<file path="config.mk">
export PLATFORM = sky130hd
export DESIGN_NAME = seg7_disp_arbiter
export DESIGN_NICKNAME = d
export VERILOG_FILES = /design/src/rtl/seg7_pkg.sv /design/src/rtl/rr_pick.sv /design/src/rtl/seg7_disp_arbiter.sv
export SDC_FILE = /design/constraint.sdc
export NUM_CORES = 1
export LEC_CHECK = 0
export ABC_AREA = 1
export BUFFER_PORTS_ARGS = -buffer_cell sky130_fd_sc_hd__buf_2
export CAP_MARGIN = 20
export CELL_PAD_IN_SITES_DETAIL_PLACEMENT = 0
export CELL_PAD_IN_SITES_GLOBAL_PLACEMENT = 1
export CORE_UTILIZATION = 37
export DETAILED_ROUTE_END_ITERATION = 8
export PLACE_DENSITY_LB_ADDON = 0.1
export SETUP_SLACK_MARGIN = 0.3
export SLEW_MARGIN = 20
export SYNTH_ARGS = -nofsm -noshare
export SYNTH_HDL_FRONTEND = slang
export SYNTH_SLANG_ARGS = --single-unit
</file>
<file path="constraint.sdc">
create_clock -name clk -period 2.49 [get_ports clk]
set_input_delay 0.498 -clock clk [delete_from_list [all_inputs] [get_ports clk]]
set_output_delay 0.498 -clock clk [all_outputs]
set_load 0.005 [all_outputs]
</file>
<file path="src/rtl/seg7_pkg.sv">
// Shared encodings and widths for the seven-segment display arbiter.
package seg7_pkg;
  localparam logic ST_IDLE = 1'b0;
  localparam logic ST_OWN  = 1'b1;
  localparam int   DISP_W  = 8;
  localparam int   IDX_W   = 3;
endpackage

</file>
<file path="src/rtl/rr_pick.sv">
// Rotate-priority picker: first set req bit searching upward from ptr+1 with wrap.
module rr_pick
  import seg7_pkg::*;
#(
  parameter int NREQ = 4
) (
  input  logic [NREQ-1:0]  req,
  input  logic [IDX_W-1:0] ptr,
  output logic             valid,
  output logic [IDX_W-1:0] idx
);

  // Scan from the far end so the nearest candidate after ptr overwrites last;
  // ptr itself has lowest priority, which lets a lone owner keep the grant.
  always_comb begin
    valid = |req;
    idx   = '0;
    for (int k = NREQ; k >= 1; k--) begin
      automatic int c = (int'(ptr) + k) % NREQ;
      if (req[c]) idx = IDX_W'(c);
    end
  end

endmodule

</file>
<file path="src/rtl/seg7_disp_arbiter.sv">
// Round-robin owner of the two-digit hex display with a minimum dwell per owner.
module seg7_disp_arbiter
  import seg7_pkg::*;
#(
  parameter int NREQ  = 4,
  parameter int DWELL = 1000
) (
  input  logic                   clk,
  input  logic                   rst_n,
  input  logic [NREQ-1:0]        req,
  input  logic [NREQ*DISP_W-1:0] data,
  output logic [NREQ-1:0]        grant,
  output logic [DISP_W-1:0]      disp_bin,
  output logic                   disp_blank,
  output logic [IDX_W-1:0]       disp_src,
  output logic                   busy
);

  localparam int               CNT_W  = (DWELL > 1) ? $clog2(DWELL) : 1;
  localparam logic [CNT_W-1:0] RELOAD = CNT_W'(DWELL - 1);

  logic              state, state_nx;
  logic [IDX_W-1:0]  ptr;
  logic [CNT_W-1:0]  cnt;
  logic              pick_vld;
  logic [IDX_W-1:0]  pick_idx;
  logic              owner_req;
  logic [DISP_W-1:0] own_byte, pick_byte;
  logic [NREQ-1:0]   grant_nx;
  logic              do_grant, do_idle;

  // ptr always equals the current owner while in OWN, so one picker covers
  // initial grant, owner drop and dwell expiry.
  rr_pick #(.NREQ(NREQ)) u_pick (
    .req   (req),
    .ptr   (ptr),
    .valid (pick_vld),
    .idx   (pick_idx)
  );

  always_comb begin
    owner_req = 1'b0;
    own_byte  = '0;
    pick_byte = '0;
    grant_nx  = '0;
    for (int i = 0; i < NREQ; i++) begin
      if (IDX_W'(i) == disp_src) begin
        owner_req = req[i];
        own_byte  = data[i*DISP_W +: DISP_W];
      end
      if (IDX_W'(i) == pick_idx) begin
        pick_byte   = data[i*DISP_W +: DISP_W];
        grant_nx[i] = 1'b1;
      end
    end
  end

  always_comb begin
    state_nx = state;
    case (state)
      ST_IDLE: if (pick_vld) state_nx = ST_OWN;
      ST_OWN:  if (!owner_req && !pick_vld) state_nx = ST_IDLE;
      default: state_nx = ST_IDLE;
    endcase
  end

  always_comb begin
    do_grant = pick_vld && ((state == ST_IDLE) || !owner_req || (cnt == '0));
    do_idle  = (state == ST_OWN) && !owner_req && !pick_vld;
  end

  always_ff @(posedge clk or negedge rst_n) begin
    if (!rst_n) begin
      state    <= ST_IDLE;
      ptr      <= IDX_W'(NREQ - 1);
      cnt      <= '0;
      grant    <= '0;
      disp_src <= '0;
      disp_bin <= '0;
    end else begin
      state <= state_nx;
      if (do_grant) begin
        grant    <= grant_nx;
        disp_src <= pick_idx;
        ptr      <= pick_idx;
        cnt      <= RELOAD;
        disp_bin <= pick_byte;
      end else if (do_idle) begin
        grant    <= '0;
        disp_src <= '0;
        cnt      <= '0;
      end else if (state == ST_OWN) begin
        disp_bin <= own_byte;
        if (cnt != '0) cnt <= cnt - 1'b1;
      end
    end
  end

  assign busy       = |grant;
  assign disp_blank = ~busy;

endmodule
</file>
# Word level (Yosys, flattened, before mapping)
# Index checks and enable logic that the tools add are counted.
dict set report classes {
  magnitude_cmp 4
  reduce_logical 24
  add_sub_neg 5
  n_eq_ne 7
  div_mod_pow 0
  n_bitwise 6
  mul 0
  n_mux 46
  shifts 0
}
# op n
set ops {}
lappend ops {{$mux W8} 11}
lappend ops {{$mux W10} 4}
lappend ops {{$mux W1} 18}
lappend ops {{$mux W3} 6}
lappend ops {{$lt A3 B4 Y1 const B} 4}
lappend ops {{$eq A2 B3 Y1 const A} 4}
lappend ops {{$logic_not A10 Y1} 1}
lappend ops {{$reduce_bool A10 Y1} 1}
lappend ops {{$sub A10 B1 Y10 const B} 1}
lappend ops {{$bmux W1 S2} 4}
lappend ops {{$mux W4} 2}
lappend ops {{$reduce_or A2 Y1} 4}
lappend ops {{$reduce_or A4 Y1} 2}
lappend ops {{$eq A1 B3 Y1 const A} 2}
lappend ops {{$logic_not A3 Y1} 2}
lappend ops {{$reduce_bool A3 Y1} 2}
lappend ops {{$add A2 B1 Y2 const B} 2}
lappend ops {{$add A2 B2 Y2 const B} 2}
lappend ops {{$and A1 B1 Y1 const A} 4}
lappend ops {{$logic_and A1 B1 Y1} 4}
lappend ops {{$reduce_and A2 Y1} 2}
lappend ops {{$reduce_bool A2 Y1} 2}
lappend ops {{$logic_not A1 Y1} 2}
lappend ops {{$logic_or A1 B1 Y1} 2}
lappend ops {{other kinds (3)} 4}
dict set report word_totals {
  ram_bits 0
  romBits 0
  regBits 28
  latch_bits 0
  n_memories 0
  input_bits 38
}

# Longest topological paths before layout
dict set report logic_depth {
  ltp_word 16
  mapped_depth 15
  depth_no_buf 15
}

# By module
# From an unflattened synthesis, not the netlist that was laid out.
dict set report unflattened {
  cells_unflattened 361
  hier_area_um2 2438.6
}
# mod seq_area_each_um2 n_inst cells_each area_per_inst_um2
set by_module_without_submodules {}
lappend by_module_without_submodules {seg7_disp_arbiter 728.2 1 308 2160.8}
lappend by_module_without_submodules {rr_pick 0.0 1 53 277.8}

# Least setup slack after synthesis
# No wires, ideal clock.
dict set report synth_timing {
  path_kind {flip-flop to flip-flop}
  startpoint {register ptr[0]}
  endpoint {register disp_bin[1]}
  setup_slack_ps 715
  path_stages_with_launch 15
  setup_time_ps 122
  path_buffers 1
  arrival_time_ps 1653
  path_cell_list {dfstp_2 inv_2 nand2_1 nand2_1 nand2_1 nand2_1 nand2_2 nand2_2 nand2_4 nand2_4 buf_6 o21bai_1 nand3_1 nand2_1 a21oi_2}
}
dict set report synth_between {
  elab_chain_len 14
}
# item line_no
set synth_lines {}
lappend synth_lines {{from (decl)} seg7_disp_arbiter.sv:23} ;# logic [IDX_W-1:0] ptr;
lappend synth_lines {{from (signal assigned)} seg7_disp_arbiter.sv:75} ;# ptr <= IDX_W'(NREQ - 1);
lappend synth_lines {{from (signal assigned)} seg7_disp_arbiter.sv:85} ;# ptr <= pick_idx;
lappend synth_lines {{$add A2 B1 Y2} rr_pick.sv:19} ;# automatic int c = (int'(ptr) + k) % NREQ;
lappend synth_lines {{$bmux W1 S2} rr_pick.sv:20} ;# if (req[c]) idx = IDX_W'(c);
lappend synth_lines {{$mux W1 (implied by the code) (2 in series)} rr_pick.sv:20}
lappend synth_lines {{$mux W3 (3 in series)} rr_pick.sv:20}
lappend synth_lines {{$mux W3 *} rr_pick.sv:20}
lappend synth_lines {{$logic_not A3 Y1} seg7_disp_arbiter.sv:51} ;# if (IDX_W'(i) == pick_idx) begin
lappend synth_lines {{$mux W8 (3 in series)} seg7_disp_arbiter.sv:51}
lappend synth_lines {{$mux W8 *} seg7_disp_arbiter.sv:51}
lappend synth_lines {{$mux W8 *} seg7_disp_arbiter.sv:82} ;# if (do_grant) begin
lappend synth_lines {{to (signal assigned)} seg7_disp_arbiter.sv:87} ;# disp_bin <= pick_byte;
lappend synth_lines {{to (signal assigned)} seg7_disp_arbiter.sv:93} ;# disp_bin <= own_byte;
lappend synth_lines {{to (decl)} seg7_disp_arbiter.sv:13} ;# output logic [DISP_W-1:0] disp_bin,
# Every way passes the cells marked *; elsewhere a longest branch is shown, timed or not. The select of a mux whose other input is x is not followed.
# A chain may end at the register's enable or synchronous reset.

# Worst setup path in the final report
# Same ends and word-level chain as after synthesis.

==> flow_metrics.env <==
export IMPL_status="completed"
export IMPL_endpoint_kind="flop"
export IMPL_io_pins=55
export IMPL_nNetsFinal=422
export IMPL_wl_met1_um=3036
export IMPL_hold_buffers=0
export IMPL_p_total_uw=3947
export IMPL_synthSimpleGateAreaFrac_pct=41.32
export IMPL_p_leak_uw=0.001328
export IMPL_place_inst=440
export IMPL_period_share_pct=81.42
export IMPL_postSynthAreaPerCell_um2=6.691
export IMPL_vias=2347
export IMPL_clk_pin_slew_ns=0.11
export IMPL_critPathArrivalTime_ns=2.26
export IMPL_gp_congestion=0.9549
export IMPL_rsz0062_at_grt="true"
export IMPL_yosys_warnings=0
export IMPL_p_per_area_mw_per_mm2=1485
export IMPL_critPathLaunchType="flop"
export IMPL_die_w_um=77.96
export IMPL_drtAntennaViolNets=0
export IMPL_hold_path_class="in2async"
export IMPL_routedWlPerCell_um=14.95
export IMPL_fmax_ghz=0.4933
export IMPL_synth_top_family_by_area="simple AND/OR/NAND/NOR gates"
export IMPL_cp_max_fo=9
export IMPL_syn_area_mm2=0.002135
export IMPL_synth_ff_type="dfrtp_1"
export IMPL_setup_viol=0
export IMPL_muxShareOfSynthArea_pct=0
export IMPL_critical_path_class="reg2reg"
export IMPL_overflow=0
export IMPL_drt_iter0_markers=107
export IMPL_track_usage_pct=22.11
export IMPL_grt_pass1_vias=2178
export IMPL_syn_nets=358
export IMPL_rows=27
export IMPL_synth_cell_type_count=37
export IMPL_synthTopCellsByArea="dfrtp_1 (29%), nand2_1 (16%), nand3_1 (7.7%)"
export IMPL_finalHoldViolCount=0
export IMPL_tightest_slew_ns=0.6529
export IMPL_wl_met2_um=3218
export IMPL_reg2reg_depth=15
export IMPL_antenna_found_initial=0
export IMPL_synth_most_common_cell="nand2_1"
export IMPL_start_util_pct=38.53
export IMPL_hpwl_um=4748
export IMPL_insertion_delay_ns=0.29
export IMPL_cts_inserted_buffers=3
export IMPL_synth_seq_cells=27
export IMPL_synth_fa_ha_area_share_pct=0.5862
export IMPL_finalWirelength_um=6788
export IMPL_portBuffers=53
export IMPL_maxSlewViolCount=0
export IMPL_layout_min_cycle_time_ns=2.027
export IMPL_met3_length_um=372
export IMPL_cts_tree="done"
export IMPL_grt_max_degree=28
export IMPL_clock_skew_ns=0.003416
export IMPL_yosysTopAreaCell="dfrtp_1"
export IMPL_tns_ns=0
export IMPL_grt_pass1_wl_um=10540
export IMPL_root_buffer="clkbuf_8"
export IMPL_firstDrtPassIters=4
export IMPL_core_area_mm2=0.005540
export IMPL_drv_cap=0
export IMPL_areaGrowthSynthToFinish_pct=24.56
export IMPL_seq_area_frac_synth_pct=31.77
export IMPL_relSlewSlack_pct=56.47
export IMPL_postSynthCellCount=319
export IMPL_vdd_drop_max_uv=848.2
export IMPL_drive_above_1_share_pct=27.49
export IMPL_synth_compound_area_share_pct=15.24
export IMPL_synth_edf_count=0
export IMPL_die_h_um=77.96
export IMPL_final_cells=454
export IMPL_cp_required_ns=2.72
export IMPL_n_antenna_cell=0
export IMPL_cts_sinks=27
export IMPL_yosys_top_cells_count="nand2_1 (90), nand3_1 (33), inv_1 (28), nor2_1 (28), dfrtp_1 (25)"
export IMPL_netlist_area_leader_share_pct=29.31
export IMPL_top_layer="met4"
export IMPL_post_drt_via_cell_ratio=5.170
export IMPL_async_flop_share_pct=100.0
export IMPL_fill_cells=611
export IMPL_htreeDepth=1
export IMPL_synth_xor_area_share_pct=0.8206
export IMPL_cts_path_max_buffers=2
export IMPL_drc=0
export IMPL_dieArea_mm2=0.006077
==> path summary, 6_finish.rpt <==
kind                             start           to  slack (ns)
min in group clk           disp_bin[4]  disp_bin[4]        0.52
setup / recovery                ptr[0]  disp_bin[1]        0.46
hold / removal                   rst_n       cnt[5]        0.22
setup reg to reg                ptr[0]  disp_bin[1]        0.46
hold reg to reg            disp_bin[4]  disp_bin[4]        0.52
max in group asynchronous        rst_n        state        1.85
==> layout by cell type, fill, tap and decap left out, types with 2 or more instances in the layout <==
| cell | n |
|---|---|
| nand2_1 | 88 |
| buf_2 | 53 |
| nand3_1 | 33 |
| inv_1 | 27 |
| nor2_1 | 27 |
| dfrtp_1 | 25 |
| o21ai_0 | 16 |
| buf_4 | 13 |
| a21oi_1 | 12 |
| nand4_1 | 11 |
| nand2_2 | 6 |
| a21oi_2 | 6 |
| nand3b_1 | 6 |
| clkinv_1 | 5 |
| nand2_4 | 5 |
| a31oi_1 | 5 |
| o21bai_1 | 5 |
| nor3_1 | 3 |
| nand3_2 | 3 |
| a221oi_1 | 3 |
| clkbuf_8 | 3 |
| o22ai_1 | 2 |
| clkinvlp_4 | 2 |
| inv_2 | 2 |
| xor2_1 | 2 |
| or2_2 | 2 |
| nand2_8 | 2 |
| o21ai_1 | 2 |
| dfstp_2 | 2 |
==> per-layer routing <==
metal | global-route usage (%) | vias to the layer above
li1 | - | 1184
met1 | 28.82 | 1070
met2 | 38.50 | 77
met3 | 1.647 | 16
met4 | 7.407 | 0
met5 | 0 | -
==> worst max-delay path, cell delays in order, from the launching register on <==
cell and delay, ns:
dfstp_2 0.59, inv_2 0.11, nand2_1 0.08, nand2_1 0.09, nand2_1 0.11, nand2_1 0.07
nand2_2 0.13, nand2_2 0.11, nand2_8 0.13, nand2_8 0.09, buf_4 0.14, nand3b_1 0.07
nand2_1 0.05, clkinv_1 0.04, nand2_1 0.05, a21oi_2 0.11
==> registers in the layout (all words and copies together) (netlist names) <==
register,flops
cnt,10
grant,4
state,1
disp_src,2
disp_bin,8
ptr,2
==> kinds of logic (layout without fill, tap and decap cells) <==
group	Yosys count	count (layout)
simple gates	187	192
compound gates	53	53
buf+inv	48	106
flops	27	27
xor+xnor	2	2
fa+ha+maj	1	1
other cells	1	1
==> layout make-up <==
class	instances	area, um^2	area share (%)
clock buffers	3	41.29	1.553
clock inverters	1	8.758	0.3294
inverters	35	135.1	5.082
multi-input cells	249	1335	50.21
flip-flops and latches	27	678.2	25.51
well taps	72	90.09	3.388
repair buffers	66	362.8	13.65
repair inverters	1	7.507	0.2824
==> where the power goes <==
| part | switching [uW] | internal, uW |
|---|---|---|
| registers | 123 | 628 |
| logic | 1830 | 1080 |
| clock network | 170 | 118 |
==> repair_timing <==
| item | in CTS | in global routing |
|---|---|---|
| gates resized for setup | 0 | 14 |
| endpoints found under the setup margin | 0 | 15 |
| setup buffers | 0 | 4 |
==> metrics by stage <==
stage	hold WS, ns	setup slack (ns)	utilization, %	cell area [um^2]
detailed placement	0.5056	0.3690	44.65	2474
global route	0.2633	0.2695	47.99	2659
global placement	0.4953	0.3697	44.65	2474
floorplan	0.2024	0.7154	-	2135
CTS	0.2427	0.3595	45.55	2524
finish	0.2226	0.4627	47.99	2659
Note: power is estimated with default switching activity, not from simulation.
